`src/rtl/fp32_div_arbiter.sv`:
```
// Round-robin arbiter that time-shares one iterative fp32 divider among NUM_REQ requesters,
// with a post-reset drain period and a watchdog that answers with a flagged quiet NaN.
module fp32_div_arbiter #(
  parameter int NUM_REQ = 4,
  parameter int TIMEOUT = 64
) (
  input  logic                   clk,
  input  logic                   rst_n,
  input  logic [NUM_REQ-1:0]     req_valid,
  input  logic [32*NUM_REQ-1:0]  req_a,
  input  logic [32*NUM_REQ-1:0]  req_b,
  output logic [NUM_REQ-1:0]     req_ready,
  output logic [NUM_REQ-1:0]     rsp_valid,
  output logic [31:0]            rsp_data,
  output logic                   rsp_err,
  output logic                   busy,
  output logic                   div_start,
  output logic [31:0]            div_a,
  output logic [31:0]            div_b,
  input  logic                   div_done,
  input  logic [31:0]            div_answer
);

  localparam int IW = $clog2(NUM_REQ);
  localparam int TW = (TIMEOUT > 2) ? $clog2(TIMEOUT) : 1;
  localparam logic [TW-1:0] TMAX = TW'(TIMEOUT - 1);
  localparam logic [31:0]   QNAN = 32'h7FC0_0000;

  typedef enum logic [2:0] {
    S_DRAIN,
    S_IDLE,
    S_ISSUE,
    S_WAIT,
    S_RESP
  } state_t;

  state_t        state_reg;
  logic [TW-1:0] timer_reg;
  logic [IW-1:0] rr_ptr_reg;
  logic [IW-1:0] gnt_reg;

  logic [31:0]        a_arr [NUM_REQ];
  logic [31:0]        b_arr [NUM_REQ];
  logic [NUM_REQ-1:0] gnt_onehot;
  logic [IW-1:0]      grant_idx;
  logic               grant_found;
  logic [IW-1:0]      cand;

  for (genvar gi = 0; gi < NUM_REQ; gi++) begin : g_unpack
    assign a_arr[gi]      = req_a[32*gi +: 32];
    assign b_arr[gi]      = req_b[32*gi +: 32];
    assign gnt_onehot[gi] = (gnt_reg == IW'(gi));
    assign req_ready[gi]  = (state_reg == S_IDLE) && grant_found && (grant_idx == IW'(gi));
  end

  // First valid requester at or after rr_ptr, wrapping modulo NUM_REQ.
  always_comb begin
    grant_found = 1'b0;
    grant_idx   = '0;
    cand        = '0;
    for (int k = 0; k < NUM_REQ; k++) begin
      if (int'(rr_ptr_reg) + k >= NUM_REQ)
        cand = IW'(int'(rr_ptr_reg) + k - NUM_REQ);
      else
        cand = IW'(int'(rr_ptr_reg) + k);
      if (!grant_found && req_valid[cand]) begin
        grant_found = 1'b1;
        grant_idx   = cand;
      end
    end
  end

  always_ff @(posedge clk) begin
    if (!rst_n) begin
      state_reg  <= S_DRAIN;
      timer_reg  <= '0;
      rr_ptr_reg <= '0;
      gnt_reg    <= '0;
      div_start  <= 1'b0;
      div_a      <= '0;
      div_b      <= '0;
      rsp_valid  <= '0;
      rsp_data   <= '0;
      rsp_err    <= 1'b0;
      busy       <= 1'b0;
    end else begin
      div_start <= 1'b0;
      rsp_valid <= '0;
      rsp_err   <= 1'b0;
      case (state_reg)
        S_DRAIN: begin
          busy <= 1'b1;
          if (timer_reg == TMAX) begin
            state_reg <= S_IDLE;
            timer_reg <= '0;
            busy      <= 1'b0;
          end else begin
            timer_reg <= timer_reg + 1'b1;
          end
        end
        S_IDLE: begin
          busy <= 1'b0;
          if (grant_found) begin
            gnt_reg   <= grant_idx;
            div_a     <= a_arr[grant_idx];
            div_b     <= b_arr[grant_idx];
            div_start <= 1'b1;
            busy      <= 1'b1;
            state_reg <= S_ISSUE;
          end
        end
        S_ISSUE: begin
          timer_reg <= '0;
          state_reg <= S_WAIT;
        end
        S_WAIT: begin
          // The previous operation's done level is still visible while timer is 0.
          if (timer_reg != '0 && div_done) begin
            rsp_data  <= div_answer;
            rsp_valid <= gnt_onehot;
            state_reg <= S_RESP;
          end else if (timer_reg == TMAX) begin
            rsp_data  <= QNAN;
            rsp_err   <= 1'b1;
            rsp_valid <= gnt_onehot;
            state_reg <= S_RESP;
          end else begin
            timer_reg <= timer_reg + 1'b1;
          end
        end
        S_RESP: begin
          rr_ptr_reg <= (gnt_reg == IW'(NUM_REQ - 1)) ? '0 : gnt_reg + 1'b1;
          busy       <= 1'b0;
          state_reg  <= S_IDLE;
        end
        default: state_reg <= S_DRAIN;
      endcase
    end
  end

endmodule

```
`config.mk`:
```
export PLATFORM = sky130hd
export DESIGN_NAME = fp32_div_arbiter
export DESIGN_NICKNAME = d
export VERILOG_FILES = /design/src/rtl/fp32_div_arbiter.sv
export SDC_FILE = /design/constraint.sdc
export NUM_CORES = 1
export LEC_CHECK = 0
export BUFFER_PORTS_ARGS = -buffer_cell sky130_fd_sc_hd__buf_2
export CORE_AREA = 3 3 153 155
export DETAILED_ROUTE_END_ITERATION = 8
export DIE_AREA = 0 0 156 158
export SYNTH_ARGS = -nofsm -noshare
export SYNTH_HDL_FRONTEND = slang
export SYNTH_SLANG_ARGS = --single-unit
```
`constraint.sdc`:
```
create_clock -name clk -period 4.7 [get_ports clk]
set_input_delay 0.235 -clock clk [delete_from_list [all_inputs] [get_ports clk]]
set_output_delay 0.235 -clock clk [all_outputs]
set_load 0.01 [all_outputs]
```
==> flow_summary.toml <==
[routing]
drtIter0Drc = 286
vias = 6025
drcViolationCount = 0
vias_per_cell = 4.79
postRouteAntennaNets = 0
finalWirelength_um = 21300
post_drt_wl_per_cell_um = 16.9
dr.pass1.iters = 4

[sta]
period_share_pct = 59.6
hold_violations = 0
slew_headroom_pct = 29.7
fin_skew_ns = 0.0135
worst_slew_pin_slew_ns = 1.05
slew_violations = 0
finalCriticalPeriod_ns = 2.80
fmax_mhz = 357
rsz0062_at_grt = "no"
setup-violations-final = 0
setup_tns_ns = 0

[logic_synthesis]
synth-compound-area-share_pct = 18.7
ys_dominant_reg_cell = "dfxtp_1"
async_reset_ff_share_pct = 0
synthMuxAreaShare_pct = 22.5
synthAdderAreaFrac_pct = 1.29
yosysSeqAreaShare_pct = 39.8
synth_edf_count = 0
synthXorXnorAreaFrac_pct = 0
syn_inst = 587
synth.distinct_cells = 47
synth_warnings = 0
syn_area_mm2 = 0.00583
syn_nets = 888
ys_ff_latch = 116
syn_avg_cell_area_um2 = 9.94
yosys.area_share.simple_pct = 10.9
synth_top_family_by_area = "multiplexers"

[critical_path]
end_kind = "flop"
max_stage_delay_ns = 0.87
crit_path_start_kind = "flop"
critPathMaxFanout = 41
crit_start = "rr_ptr_reg[1]"
crit_slowest_cell = "nand2b_2"
path_cells = "mux2i_1, nor2_1, a311oi_2, nand2b_2, buf_4, o221ai_1"
arrival_ns = 3.04
path_class = "reg2reg"
cp.required_ns = 4.94
reg2reg_from = "rr_ptr_reg[1]"

[cts]
post_cts_buffers = 0
h-tree-depth = 4
ctsHoldBuffers = 0
cts_made_buffers = 17
cts-root-buf = "clkbuf_16"
clkLatencyLatePin_ns = 0.41
cts.reportedPaths.clkPinSlew_ns = 0.06
cts_tree = "done"
clock_path_buffers = 2
cts_num_sinks = 116
cts-resized-gates = 0

[floorplanning]
core_mm2 = 0.0220
dieArea_mm2 = 0.0246
start_util_pct = 26.6
fp.dieH_um = 158
io_pins = 402
die_w_um = 156
rows = 54

[grt]
grt-ovfl-total = 0
track_usage_pct = 15.7
grt_pass1_wl_um = 30500
grt_pass1_vias = 5675
grt_start_max_net_pins = 80
antenna_found_initial = 0

[layout]
fill_cells = 2227
syn2layout_area_growth_pct = 46.3
final_common_cell = "buf_2"
multi_input_area_mm2 = 0.00313
antenna_cells = 0
final_cell_mix = "401 x buf_2, 131 x mux2i_1, 116 x dfxtp_1"
top_regs = "div_a: 32 flops, div_b: 32 flops, rsp_data: 32 flops"
layout-drive-gt1-share_pct = 47.2
final_util_pct = 38.9
nNetsFinal = 1266
seq_area_mm2 = 0.00232

[status]
status = "finished clean"

[placement]
post-dp-hpwl_um = 16400
numPortBuffers = 401
gp_congestion = 0.774

[power_and_ir_drop]
leakage_nw = 3.98
finalPower_w = 0.00260
power_density_mw_per_mm2 = 304
ir_drop_mv = 0.193

[min_path]
worst_hold_path_type = "in2reg"
min-delay-start = "div_answer[3]"

[run]
maxCapViolCount = 0
[stage by stage]
| stage | std cells | setup slack (ns) | hold WS (ns) | instance area (um^2) |
|---|---|---|---|---|
| after CTS | 1258 | 1.87 | 0.0476 | 8530 |
| after global placement | 1226 | 2.02 | 0.438 | 7930 |
| final | 1258 | 1.90 | 0.0693 | 8530 |
| after detailed placement | 1226 | 1.89 | 0.443 | 7930 |
| after floorplan | 587 | 2.93 | 0.373 | 5830 |
| after global routing | 1258 | 1.68 | 0.0574 | 8530 |
[layer usage]
layer	GRT usage, %	up-vias	wire length [um]
li1	-	2972	-
met1	20.3	2756	9030
met2	26.3	280	10400
met3	4.29	17	1620
met4	3.74	0	219
met5	0	-	0
[area by class of cell]
type,count,area share [%]
clock buffer,18,5.15
clock inverter,14,1.95
inverter,11,0.484
multi-input combinational,411,36.7
sequential,116,27.2
tap,280,4.11
timing repair buffer,408,24.4
[Yosys cell counts, types with 6 or more instances]
library cell | count | share of area [%]
o221a_2 | 9 | 1.7
nor2_1 | 37 | 2.4
a22oi_1 | 24 | 3.1
mux2i_1 | 131 | 22
ha_1 | 6 | 1.3
a21oi_1 | 11 | 0.94
dfxtp_1 | 116 | 40
inv_1 | 11 | 0.71
buf_2 | 20 | 1.7
nand2_1 | 76 | 4.9
buf_6 | 16 | 3.1
o221ai_1 | 64 | 9.6
nor3_1 | 6 | 0.51
buf_4 | 8 | 1.0
[kinds of logic (layout without fill, tap and decap cells)]
kind of cell | Yosys count | count (layout)
and+or+nand+nor | 142 | 142
AOI/OAI and AO/OA | 132 | 132
muxes | 131 | 131
DFF | 116 | 116
buffers and inverters | 60 | 451
adders and majority gates | 6 | 6
[power breakdown]
part / total (W) / internal (W) / switching [W]
combinational: 0.000280 / 0.000151 / 0.000128
clock: 0.00133 / 0.000813 / 0.000514
sequential: 0.000989 / 0.000986 / 0.00000289
[critical path, delay by kind of cell, from the launching register on]
kind                   cells  cell delay, ns
multiplexers               1            0.23
AO/OA/AOI/OAI              2            0.58
buffers and inverters      1            0.42
AND/OR/NAND/NOR            2            0.93
flip-flops                 1            0.45
[worst paths after layout]
kind	end	slack (ns)	depth (start not counted)
worst min-delay path	rsp_data[3]	0.07	3
worst min register to register	div_b[14]	0.46	2
worst max-delay path	div_a[30]	1.90	6
worst max register to register	div_a[30]	1.90	6
Note: power is estimated with default switching activity, not from simulation.
